`config.mk`:
```
export PLATFORM = sky130hd
export DESIGN_NAME = binary_window_filter
export DESIGN_NICKNAME = d
export VERILOG_FILES = /design/src/rtl/binary_filter_pkg.sv /design/src/rtl/window_tap_gen.sv /design/src/rtl/binary_window_filter.sv
export SDC_FILE = /design/constraint.sdc
export NUM_CORES = 1
export LEC_CHECK = 0
export ABC_AREA = 1
export CORE_MARGIN = 10
export CORE_UTILIZATION = 40
export CTS_CLUSTER_DIAMETER = 60
export DETAILED_ROUTE_END_ITERATION = 10
export HOLD_SLACK_MARGIN = 0.1
export PLACE_DENSITY = 0.65
export RECOVER_POWER = 50
export SLEW_MARGIN = 20
export SYNTH_ARGS = -nofsm -noshare
export SYNTH_HDL_FRONTEND = slang
export SYNTH_SLANG_ARGS = --single-unit
```
`constraint.sdc`:
```
create_clock -name clk_in -period 7.2 [get_ports clk_in]
set_input_delay 2.16 -clock clk_in [delete_from_list [all_inputs] [get_ports clk_in]]
set_output_delay 2.16 -clock clk_in [all_outputs]
set_load 0.01 [all_outputs]
```
`src/rtl/binary_filter_pkg.sv`:
```
// Shared types and timing helper for the binary window filter.
// Used by the filter top, its tap generator and any stage that needs to predict write timing.
package binary_filter_pkg;

  typedef enum logic [1:0] {
    EDGE_CLAMP = 2'd0,
    EDGE_ZERO  = 2'd1,
    EDGE_COPY  = 2'd2
  } edge_mode_t;

  typedef enum logic [2:0] {
    ST_IDLE,
    ST_ISSUE,
    ST_DRAIN,
    ST_WRITE,
    ST_DONE
  } filter_state_t;

  // Cycles spent on each output pixel: one read per tap, the read latency, one write.
  function automatic int unsigned pixel_period(input int unsigned k,
                                               input int unsigned read_latency);
    return k * k + read_latency + 1;
  endfunction

endpackage

```
`src/rtl/window_tap_gen.sv`:
```
// Combinational tap address generator: maps a window center plus tap index to a
// framebuffer address, with clamping, range detection and center-tap detection.
module window_tap_gen
  import binary_filter_pkg::*;
#(
  parameter int WIDTH      = 480,
  parameter int HEIGHT     = 480,
  parameter int K          = 3,
  parameter int ADDR_WIDTH = $clog2(WIDTH * HEIGHT),
  parameter int XW         = $clog2(WIDTH),
  parameter int YW         = $clog2(HEIGHT),
  parameter int TW         = $clog2(K)
) (
  input  logic [XW-1:0]         center_x,
  input  logic [YW-1:0]         center_y,
  input  logic [TW-1:0]         tap_dx,
  input  logic [TW-1:0]         tap_dy,
  input  edge_mode_t            edge_mode,
  output logic [ADDR_WIDTH-1:0] tap_addr,
  output logic                  in_range,
  output logic                  is_center
);

  localparam int R   = (K - 1) / 2;
  // Signed coordinates must hold -R .. WIDTH-1+R, hence the extra headroom.
  localparam int SXW = $clog2(WIDTH + K) + 1;
  localparam int SYW = $clog2(HEIGHT + K) + 1;

  logic signed [SXW-1:0] sx;
  logic signed [SXW-1:0] clx;
  logic signed [SYW-1:0] sy;
  logic signed [SYW-1:0] cly;
  logic                  x_ok;
  logic                  y_ok;
  logic [XW-1:0]         ux;
  logic [YW-1:0]         uy;

  always_comb begin
    sx  = $signed(SXW'(center_x)) + $signed(SXW'(tap_dx)) - $signed(SXW'(R));
    sy  = $signed(SYW'(center_y)) + $signed(SYW'(tap_dy)) - $signed(SYW'(R));
    x_ok = !sx[SXW-1] && (sx <= $signed(SXW'(WIDTH - 1)));
    y_ok = !sy[SYW-1] && (sy <= $signed(SYW'(HEIGHT - 1)));
    clx = sx[SXW-1] ? '0 : (x_ok ? sx : $signed(SXW'(WIDTH - 1)));
    cly = sy[SYW-1] ? '0 : (y_ok ? sy : $signed(SYW'(HEIGHT - 1)));
    ux  = XW'(clx);
    uy  = YW'(cly);
    in_range  = x_ok && y_ok;
    is_center = (tap_dx == TW'(R)) && (tap_dy == TW'(R));
    tap_addr  = ADDR_WIDTH'(uy) * ADDR_WIDTH'(WIDTH) + ADDR_WIDTH'(ux);
    if (edge_mode == EDGE_ZERO && !in_range) begin
      tap_addr = '0;
    end
  end

endmodule

```
`src/rtl/binary_window_filter.sv`:
```
// KxK binary window filter: walks a binarized frame in raster order, counts ones
// around each pixel and writes (count > threshold) or the center pixel to an output BRAM.
module binary_window_filter
  import binary_filter_pkg::*;
#(
  parameter int WIDTH        = 480,
  parameter int HEIGHT       = 480,
  parameter int K            = 3,
  parameter int READ_LATENCY = 2,
  parameter int ADDR_WIDTH   = $clog2(WIDTH * HEIGHT),
  parameter int CNT_WIDTH    = $clog2(K * K + 1)
) (
  input  logic                  clk_in,
  input  logic                  rst_in,
  input  logic                  start_in,
  input  logic [CNT_WIDTH-1:0]  threshold_in,
  input  logic [1:0]            edge_mode_in,
  output logic                  busy_out,
  output logic                  done_out,
  output logic [ADDR_WIDTH-1:0] rd_addr_out,
  input  logic                  rd_data_in,
  output logic [ADDR_WIDTH-1:0] wr_addr_out,
  output logic                  wr_data_out,
  output logic                  wr_valid_out
);

  localparam int XW = $clog2(WIDTH);
  localparam int YW = $clog2(HEIGHT);
  localparam int TW = $clog2(K);
  localparam int DW = $clog2(READ_LATENCY + 1);

  filter_state_t            state;
  edge_mode_t               mode_q;
  logic [CNT_WIDTH-1:0]     thr_q;
  logic [CNT_WIDTH-1:0]     acc;
  logic [CNT_WIDTH-1:0]     acc_next;
  logic                     center_val;
  logic                     center_next;
  logic                     oor_q;
  logic [XW-1:0]            cx;
  logic [YW-1:0]            cy;
  logic [TW-1:0]            tx;
  logic [TW-1:0]            ty;
  logic [DW-1:0]            drain_cnt;
  logic [READ_LATENCY-1:0]  tag_vld_p;
  logic [READ_LATENCY-1:0]  tag_ctr_p;

  logic [ADDR_WIDTH-1:0]    tap_addr;
  logic                     tap_in_range;
  logic                     tap_is_center;
  logic                     issue;
  logic                     issue_vld;
  logic                     issue_ctr;
  logic                     last_tap;
  logic                     result;
  logic [ADDR_WIDTH-1:0]    center_addr;

  window_tap_gen #(
    .WIDTH      (WIDTH),
    .HEIGHT     (HEIGHT),
    .K          (K),
    .ADDR_WIDTH (ADDR_WIDTH),
    .XW         (XW),
    .YW         (YW),
    .TW         (TW)
  ) u_tap_gen (
    .center_x  (cx),
    .center_y  (cy),
    .tap_dx    (tx),
    .tap_dy    (ty),
    .edge_mode (mode_q),
    .tap_addr  (tap_addr),
    .in_range  (tap_in_range),
    .is_center (tap_is_center)
  );

  // Issue stage: one tap address per cycle, tagged for the return path.
  always_comb begin
    issue       = (state == ST_ISSUE);
    rd_addr_out = issue ? tap_addr : '0;
    issue_vld   = issue && (tap_in_range || mode_q != EDGE_ZERO);
    issue_ctr   = issue && tap_is_center;
    last_tap    = (tx == TW'(K - 1)) && (ty == TW'(K - 1));
    center_addr = ADDR_WIDTH'(cy) * ADDR_WIDTH'(WIDTH) + ADDR_WIDTH'(cx);
  end

  // Return stage: tags emerge aligned with rd_data_in; the final tap is folded in
  // combinationally so the result is ready on the last DRAIN cycle.
  always_comb begin
    acc_next    = acc + CNT_WIDTH'(tag_vld_p[READ_LATENCY-1] & rd_data_in);
    center_next = tag_ctr_p[READ_LATENCY-1] ? rd_data_in : center_val;
    result      = (mode_q == EDGE_COPY && oor_q) ? center_next : (acc_next > thr_q);
  end

  always_ff @(posedge clk_in or posedge rst_in) begin
    if (rst_in) begin
      state        <= ST_IDLE;
      mode_q       <= EDGE_CLAMP;
      thr_q        <= '0;
      acc          <= '0;
      center_val   <= 1'b0;
      oor_q        <= 1'b0;
      cx           <= '0;
      cy           <= '0;
      tx           <= '0;
      ty           <= '0;
      drain_cnt    <= '0;
      tag_vld_p    <= '0;
      tag_ctr_p    <= '0;
      busy_out     <= 1'b0;
      done_out     <= 1'b0;
      wr_addr_out  <= '0;
      wr_data_out  <= 1'b0;
      wr_valid_out <= 1'b0;
    end else begin
      wr_valid_out <= 1'b0;
      done_out     <= 1'b0;
      tag_vld_p    <= (tag_vld_p << 1) | READ_LATENCY'(issue_vld);
      tag_ctr_p    <= (tag_ctr_p << 1) | READ_LATENCY'(issue_ctr);
      acc          <= acc_next;
      center_val   <= center_next;
      case (state)
        ST_IDLE: begin
          if (start_in) begin
            thr_q    <= threshold_in;
            mode_q   <= (edge_mode_in == 2'd3) ? EDGE_CLAMP : edge_mode_t'(edge_mode_in);
            cx       <= '0;
            cy       <= '0;
            tx       <= '0;
            ty       <= '0;
            busy_out <= 1'b1;
            state    <= ST_ISSUE;
          end
        end
        ST_ISSUE: begin
          if (!tap_in_range) begin
            oor_q <= 1'b1;
          end
          if (last_tap) begin
            tx        <= '0;
            ty        <= '0;
            drain_cnt <= '0;
            state     <= ST_DRAIN;
          end else if (tx == TW'(K - 1)) begin
            tx <= '0;
            ty <= ty + 1'b1;
          end else begin
            tx <= tx + 1'b1;
          end
        end
        ST_DRAIN: begin
          drain_cnt <= drain_cnt + 1'b1;
          if (drain_cnt == DW'(READ_LATENCY - 1)) begin
            wr_valid_out <= 1'b1;
            wr_addr_out  <= center_addr;
            wr_data_out  <= result;
            state        <= ST_WRITE;
          end
        end
        ST_WRITE: begin
          acc        <= '0;
          center_val <= 1'b0;
          oor_q      <= 1'b0;
          state      <= ST_ISSUE;
          if (cx == XW'(WIDTH - 1)) begin
            cx <= '0;
            if (cy == YW'(HEIGHT - 1)) begin
              cy       <= '0;
              done_out <= 1'b1;
              state    <= ST_DONE;
            end else begin
              cy <= cy + 1'b1;
            end
          end else begin
            cx <= cx + 1'b1;
          end
        end
        ST_DONE: begin
          busy_out <= 1'b0;
          state    <= ST_IDLE;
        end
        default: state <= ST_IDLE;
      endcase
    end
  end

endmodule

```
==> out/results.txt, run 1 <==
run status: finished, violations left
failing checks: max-capacitance violations, max-slew violations, negative setup slack
CTS Buf Count: 9
CP Data Arrival Time: 5.26 ns
CP max stage cell: fa_1
number of synthesized flops with an enable pin: 0
Synth Cell Area: 6770 µm²
hold crit path type: flip-flop to flip-flop
Crit. Startpoint: cy[1]
initial antenna violation count: 0
vias per cell: 4.72
ANT cells: 0
worst slew pin tran: 3.53 ns
io pins: 50
post-synthesis cell count: 931
clk_skew: 0.00957 ns
gr ovfl total: 0
crit path launch type: flip-flop
Core Area: 16600 µm²
Worst-path clk slew: 0.06 ns
final setup violation count: 6
Synth Area per Inst: 7.27 µm²
final worst slack: -0.224 ns
Worst Path Max Fanout: 6
Routed WL per cell: 11.7 µm
Initial DRC Count: 179
H-Tree Depth: 3
site row count: 47
DIE AREA: 22500 µm²
ratio of final minimum period to clock period: 1.03
slowest stage delay, CP: 0.51 ns
pre-CTS setup slack: -0.526 ns
Peak Freq: 0.135 GHz
synth-to-layout area growth: 30.2%
RR Startpoint: cy[1]
Final Critical Period: 7.42 ns
Routed Antenna Nets: 0
hold_sp: tag_ctr_p[0]
largest net degree at the start of global routing: 66
setup repair after global routing missed its margin: yes
CTS Buffer Depth: 2
Syn Nets: 1051
Final GP Congestion: 0.885
CTS Sinks: 65
Die Y: 150 µm
number of global-route vias before repair: 5994
critical path class: flip-flop to output pin
Detail Placement HPWL: 12.1 mm
IO Port Bufs: 49
share of cells above drive strength 1: 0.209
drt pass-1 iters: 5
Yosys warning count: 0
root buffer cell: clkbuf_16
via count: 6164
global-route wire length before repair: 26.7 mm
final net count: 1201
CTS tree: yes
Final Slew Violations: 66
Worst Setup End Kind: output pin
Main synth FF type: dfrtp_1
WL final: 15.3 mm
Fin Hold WS: 0.355 ns
worst skew pair latency: 0.33 ns
asr flop ratio synth: 1.00
Slew headroom: -1.35
sequential share of the synthesized area: 0.240
max_cap viols: 1
Yosys reg bits: 65
DRC errors left: 0
Worst EP required: 5.04 ns
hold_buf cts: 0
GR Util All Layers: 0.139
final hold vios: 0
Initial Utilization: 0.408
die span in x: 150 µm
unique cell type count in the Yosys netlist: 43
## worst max-delay path: cells and delay by family (launching register included)
| kind | cells | cell delay [ns] |
|---|---|---|
| AOI/OAI and AO/OA | 2 | 0.40 |
| and+or+nand+nor | 16 | 1.51 |
| DFF | 1 | 0.39 |
| buffers and inverters | 6 | 0.46 |
| adders and majority gates | 7 | 2.16 |
## what timing repair did
| action | 4_1_cts | 5_1_grt |
|---|---|---|
| setup endpoints to repair | 10 | 10 |
| resized for setup | 71 | 50 |
| pin swaps | 24 | 37 |
| buffers inserted | 11 | 4 |
## synth_stat cells (7+ instances only)
library cell / n / area [µm²]
a21oi_1: 32 / 160
dfrtp_1: 65 / 1630
fa_1: 28 / 561
ha_1: 82 / 1030
inv_1: 165 / 619
inv_2: 8 / 30.0
nand2_1: 228 / 856
nand2_2: 7 / 43.8
nand3_1: 62 / 310
nand4_1: 17 / 106
nor2_1: 81 / 304
nor2_4: 10 / 113
nor3_1: 10 / 50.1
o21ai_0: 40 / 200
o22ai_1: 10 / 62.6
xnor2_1: 15 / 131
xor2_1: 16 / 140
## state kept, by name (all words and copies together) (netlist names), 3 cells and up
| signal | count |
|---|---|
| wr_addr_out | 18 |
| cx | 9 |
| cy | 9 |
| acc | 4 |
| thr_q | 4 |
| state | 3 |
## through the flow
stage	cells	utilization	area, µm²	setup TNS, ns
floorplan	931	-	6770	0
global placement	1277	0.490	8130	-2.18
detailed placement	1277	0.490	8130	-2.82
CTS	1303	0.520	8620	-1.30
global route	1306	0.532	8820	-2.48
finish	1306	0.532	8820	-0.708
## routing by layer
metal / track usage / routed length (µm) / up-vias
met2: 0.238 / 7390 / 89
met4: 0.0403 / 195 / 0
li1: - / - / 3256
met3: 0.0201 / 593 / 12
met1: 0.179 / 7080 / 2807
met5: 0 / 0 / -
## layout make-up
type / count / area, µm²
fill: 1607 / 7770
multi-input combinational: 684 / 4740
sequential: 65 / 1630
timing repair buffer: 146 / 1220
inverter: 175 / 664
tap: 220 / 275
clock buffer: 11 / 253
clock inverter: 5 / 38.8
## worst paths after layout
kind / cells after the start / slack (ns) / end
max in group asynchronous: 3 / 1.57 / oor_q
min in group asynchronous: 3 / 3.63 / wr_addr_out[15]
min reg2reg: 0 / 0.35 / tag_ctr_p[1]
min: 0 / 0.35 / tag_ctr_p[1]
max: 31 / -0.22 / rd_addr_out[17]
max reg2reg: 20 / 3.42 / wr_addr_out[17]
## placed cells by master, fill, tap and decap left out, drive strengths merged, types with 4 or more instances in the layout
master / count
clkbuf: 12
fa: 28
clkdlybuf4s50: 36
o22ai: 10
o21ai: 44
a21oi: 34
nand3: 67
o21bai: 6
nand2: 239
buf: 105
xnor2: 15
nor2: 95
clkinv: 6
ha: 82
nand4: 17
dfrtp: 65
a31oi: 4
nor3: 10
xor2: 16
inv: 173
## cells by family (layout without fill, tap and decap cells)
kind of cell / Yosys count / in the layout / share of synthesized area
buffers and inverters: 182 / 337 / 0.104
adders and majority gates: 110 / 110 / 0.234
DFF: 65 / 65 / 0.240
xor gates and xnor gates: 31 / 31 / 0.0401
muxes: 1 / 1 / 0.00148
and+or+nand+nor: 435 / 435 / 0.288
AOI/OAI and AO/OA: 107 / 107 / 0.0916
Power of run 1 is left out: the tool's default activity adds up to more than one toggle a clock period on the data nets, which glitch-free logic cannot reach.
==> run 2: changes to the inputs <==
- clock period: 7.2 -> 6.8 ns (I/O delays scaled with it)
==> out/results.txt, run 2 (synthesis results as in run 1) <==
worst slew pin tran: 1.85 ns (-1.68 ns)
biggest regs: wr_addr_out x18, cx x9, cy x9
hold_buf cts: 0 (unchanged)
commonest non-fill, non-tap cell in the layout: nand2_1
final worst slack: -0.535 ns (-0.312 ns)
vias per cell: 4.76 (+0.79%)
Hold Path Depth: 0 (unchanged)
ANT cells: 0 (unchanged)
Routed WL per cell: 11.8 µm (+0.81%)
failing checks: max-capacitance violations, max-slew violations, negative setup slack
Worst EP required: 4.76 ns (-0.28 ns)
drt pass-1 iters: 4 (-1)
Final GP Congestion: 0.846 (-4.4%)
DRC errors left: 0 (unchanged)
max reg flops: 18 (unchanged)
hold_sp: tag_ctr_p[0]
largest reg by FF count: wr_addr_out
CP Data Arrival Time: 5.30 ns (+0.04 ns)
clk_skew: 0.00777 ns (-0.00180 ns)
largest net degree at the start of global routing: 36 (-45%)
Die Y: 150 µm (unchanged)
Initial DRC Count: 236 (+32%)
final net count: 1201 (unchanged)
setup repair after global routing missed its margin: yes
number of global-route vias before repair: 6041 (+0.78%)
reg2reg setup slack: 2.91 ns (-0.51 ns)
Setup TNS Final: -2.96 ns (-2.25 ns)
Slew headroom: -0.234 (+1.12)
Initial Utilization: 0.408 (unchanged)
GR Util All Layers: 0.140 (+0.000380)
Hold EP: tag_ctr_p[1]
die span in x: 150 µm (unchanged)
H-Tree Depth: 3 (unchanged)
gr ovfl total: 0 (unchanged)
DIE AREA: 22500 µm² (unchanged)
Worst-path clk slew: 0.06 ns (about the same)
Core Area: 16600 µm² (unchanged)
R2R Path End: wr_addr_out[17]
non-filler cells, final: 1305 (-0.077%)
io pins: 50 (unchanged)
WL final: 15.4 mm (+0.73%)
max_cap viols: 1 (unchanged)
initial antenna violation count: 0 (unchanged)
CP max stage cell: fa_1
IO Port Bufs: 49 (unchanged)
hold crit path type: flip-flop to flip-flop
CTS Buf Count: 9 (unchanged)
slowest stage delay, CP: 0.52 ns (about the same)
Worst Path Max Fanout: 7 (+1)
site row count: 47 (unchanged)
final hold vios: 0 (unchanged)
area of the multi-input gates: 4790 µm² (+1.1%)
fillers: 1568 (-2.4%)
Detail Placement HPWL: 12.3 mm (+1.4%)
ratio of final minimum period to clock period: 1.08
Peak Freq: 0.136 GHz
Routed Antenna Nets: 0 (unchanged)
Worst Setup End Kind: output pin
Final Critical Period: 7.34 ns
critical path class: flip-flop to output pin
crit path launch type: flip-flop
Final Slew Violations: 36 (-45%)
final setup violation count: 9 (+3)
most frequent cells in the layout: nand2_1, inv_1, buf_4, nor2_1, ha_1
worst skew pair latency: 0.33 ns (about the same)
RR Startpoint: cy[2]
Sequential Area: 1630 µm² (unchanged)
global-route wire length before repair: 26.8 mm (+0.23%)
CTS Buffer Depth: 2 (unchanged)
root buffer cell: clkbuf_16
share of cells above drive strength 1: 0.205 (-0.00442)
R2R cell count: 18 (-10%)
CTS tree: yes
synth-to-layout area growth: 31.2%
run status: finished, violations left
placed cell count: 1278 (+0.078%)
pre-CTS setup slack: -0.600 ns (-0.0737 ns)
via count: 6208 (+0.71%)
CTS Sinks: 65 (unchanged)
run 2: changes by cell type in the layout (fill, tap and decap cells not counted), moves of 4 or more:
| cell | delta |
|---|---|
| inv_2 | -6 |
| buf_6 | +4 |
| buf_4 | -4 |
| inv_1 | +8 |
run 2: timing repair:
| action | CTS | global route |
|---|---|---|
| gates resized for setup | 75 | 43 |
| pin swaps | 6 | 21 |
| hold endpoints to repair | 0 | 0 |
| setup buffers | 7 | 7 |
| setup endpoints to repair | 10 | 10 |
| cloned | 0 | 0 |
run 2: worst max-delay path by stage:
stage	endpoint	cells after the start	slack (ns)	startpoint
2_1_floorplan	rd_addr_out[17]	28	-0.13	cy[1]
3_3_place_gp	rd_addr_out[17]	29	-0.49	cy[1]
3_5_place_dp	rd_addr_out[17]	30	-0.60	cy[1]
4_1_cts	rd_addr_out[15]	31	-0.46	cy[1]
5_1_grt	rd_addr_out[17]	31	-0.89	cy[1]
6_report	rd_addr_out[15]	31	-0.54	cy[1]
run 2: through the flow:
stage | hold WS [ns] | util | cell area [µm²]
after global placement | 0.335 | 0.493 | 8180
after detailed placement | 0.350 | 0.493 | 8180
final | 0.360 | 0.536 | 8890
after floorplan | 0.331 | - | 6820
after CTS | 0.364 | 0.524 | 8690
after global routing | 0.358 | 0.536 | 8890
run 2: worst max-delay path, delay by kind of cell (launching register included):
family                   cells  cell delay [ns]
AO/OA/AOI/OAI                2             0.40
XOR/XNOR                     1             0.12
adder cells (fa/ha/maj)      7             2.19
buffers and inverters        7             0.56
flip-flops                   1             0.39
AND/OR/NAND/NOR             14             1.29
run 2: cell type report:
type,instances,share of cell area
Multi-Input combinational cell,684,0.539
Sequential cell,65,0.183
Timing Repair Buffer,146,0.138
Inverter,175,0.0745
Tap cell,220,0.0310
Clock buffer,11,0.0284
Clock inverter,4,0.00577
run 2: routing by layer:
layer / vias to the layer above / global-route usage / wire length [µm]
met5: - / 0 / 0
met4: 0 / 0.0369 / 260
met3: 18 / 0.0225 / 623
met2: 87 / 0.234 / 7370
met1: 2843 / 0.183 / 7120
li1: 3260 / - / -
Power of run 2 is left out for the same reason.
==> run 3: changes to the inputs <==
- SETUP_SLACK_MARGIN: default -> 0.5
- SKIP_LAST_GASP: default -> 1
==> out/results.txt, run 3 (synthesis results as in run 1) <==
H-Tree Depth: 3 (unchanged)
CTS Buf Count: 9 (unchanged)
synth-to-layout area growth: 32.5%
gr ovfl total: 0 (unchanged)
GR Util All Layers: 0.141 (+0.00108)
max_cap viols: 1 (unchanged)
final setup violation count: 10 (+1)
DIE AREA: 22500 µm² (unchanged)
setup repair after global routing missed its margin: yes
number of global-route vias before repair: 6085 (+0.73%)
ratio of final minimum period to clock period: 1.09 (+0.0115)
via count: 6306 (+1.6%)
drt pass-1 iters: 5 (+1)
GR Util met3: 0.0225 (unchanged)
CTS Sinks: 65 (unchanged)
grt met2 use: 0.245 (+0.0102)
Core Area: 16600 µm² (unchanged)
Routed WL per cell: 12.1 µm (+2.5%)
CP most frequent cell: ha_4
failing checks: max-capacitance violations, max-slew violations, negative setup slack
CTS Buffer Depth: 2 (unchanged)
final worst slack: -0.613 ns (-0.0781 ns)
Initial Utilization: 0.408 (unchanged)
largest reg by FF count: wr_addr_out
cell area after layout: 8970 µm² (+0.97%)
initial antenna violation count: 0 (unchanged)
DRC errors left: 0 (unchanged)
worst slew pin tran: 3.55 ns (+1.70 ns)
Detail Placement HPWL: 12.4 mm (+0.95%)
run status: finished, violations left
Initial DRC Count: 222 (-5.9%)
largest net degree at the start of global routing: 66 (+83%)
hold crit path type: flip-flop to flip-flop
Slew headroom: -1.37 (-1.13)
CTS tree: yes
Final GP Congestion: 0.883 (+4.4%)
max reg flops: 18 (unchanged)
Final Critical Period: 7.41 ns (+0.0781 ns)
io pins: 50 (unchanged)
IO Port Bufs: 49 (unchanged)
Worst Setup End Kind: output pin
die span in x: 150 µm (unchanged)
final net count: 1217 (+1.3%)
commonest non-fill, non-tap cell in the layout: nand2_1
CP Data Arrival Time: 5.37 ns (+0.07 ns)
Die Y: 150 µm (unchanged)
Routed Antenna Nets: 0 (unchanged)
root buffer cell: clkbuf_16
Peak Freq: 0.135 GHz (-1.1%)
WL final: 16.0 mm (+3.8%)
hold_buf cts: 0 (unchanged)
fillers: 1613 (+2.9%)
site row count: 47 (unchanged)
DP Area: 8170 µm² (about the same)
crit path launch type: flip-flop
Worst-path clk slew: 0.06 ns (about the same)
Worst EP required: 4.76 ns (about the same)
critical path class: flip-flop to output pin
clk_skew: 0.00814 ns (+0.000375 ns)
worst skew pair latency: 0.33 ns (about the same)
gr busiest metal: met2
global-route track usage on met1: 0.178 (-0.00529)
vias per cell: 4.77 (+0.27%)
share of cells above drive strength 1: 0.211 (+0.00683)
slowest stage delay, CP: 0.52 ns (about the same)
biggest regs: wr_addr_out x18, cx x9, cy x9
most frequent cells in the layout: nand2_1, inv_1, buf_4, nor2_1, ha_1
Final Slew Violations: 66 (+83%)
ANT cells: 0 (unchanged)
Worst Path Max Fanout: 6 (-1)
final hold vios: 0 (unchanged)
CP max stage cell: fa_1
global-route wire length before repair: 27.0 mm (+1.0%)
run 3: cell types whose count changed in the layout (fill, tap and decap cells not counted), sizes merged:
cell	change
buf	+16
inv	-1
clkbuf	-2
dlygate4sd2	+2
dlymetal6s2s	+1
clkinvlp	-1
dlygate4sd3	-2
clkinv	+4
run 3: repair_timing:
item                       CTS  global route
pin swaps                   29            31
buffers inserted            20            11
setup endpoints to repair   11            12
resized for setup           70            35
run 3: critical path: cells and delay by family, from the launching register on:
kind            cells  cell delay, ns
buf+inv             9            0.85
fa+ha+maj           7            2.20
simple gates       14            1.22
compound gates      2            0.40
flops               1            0.39
run 3: area by class of cell:
| class | count | area [µm²] | share of cell area |
|---|---|---|---|
| multi-input combinational | 684 | 4750 | 0.529 |
| sequential | 65 | 1630 | 0.181 |
| timing repair buffer | 162 | 1350 | 0.151 |
| inverter | 175 | 664 | 0.0740 |
| tap | 220 | 275 | 0.0307 |
| clock buffer | 10 | 239 | 0.0266 |
| clock inverter | 6 | 66.3 | 0.00739 |
run 3: final timing paths:
| kind | startpoint | cells after the start | slack [ns] | end |
|---|---|---|---|---|
| worst max-delay path | cy[1] | 32 | -0.61 | rd_addr_out[13] |
| worst min-delay path | tag_ctr_p[0] | 0 | 0.36 | tag_ctr_p[1] |
| worst max register to register | cy[2] | 18 | 3.08 | wr_addr_out[17] |
| worst min register to register | tag_ctr_p[0] | 0 | 0.36 | tag_ctr_p[1] |
| max in group asynchronous | rst_in | 3 | 1.28 | drain_cnt[1] |
| min in group asynchronous | rst_in | 3 | 3.52 | wr_addr_out[15] |
run 3: per-layer routing:
layer | up-vias | wire (µm)
met3 | 19 | 565
met5 | - | 0
li1 | 3284 | -
met1 | 2923 | 7440
met2 | 80 | 7730
met4 | 0 | 231
run 3: metrics by stage:
step	hold slack [ns]	instances	TNS, ns	worst slack, ns	util
after floorplan	0.331	931	-0.174	-0.123	-
after global placement	0.333	1275	-2.94	-0.493	0.493
after detailed placement	0.345	1275	-3.52	-0.604	0.493
after CTS	0.357	1311	-4.36	-0.686	0.528
after global routing	0.364	1322	-6.31	-0.848	0.541
final	0.360	1322	-4.18	-0.613	0.541
Power of run 3 is left out for the same reason.
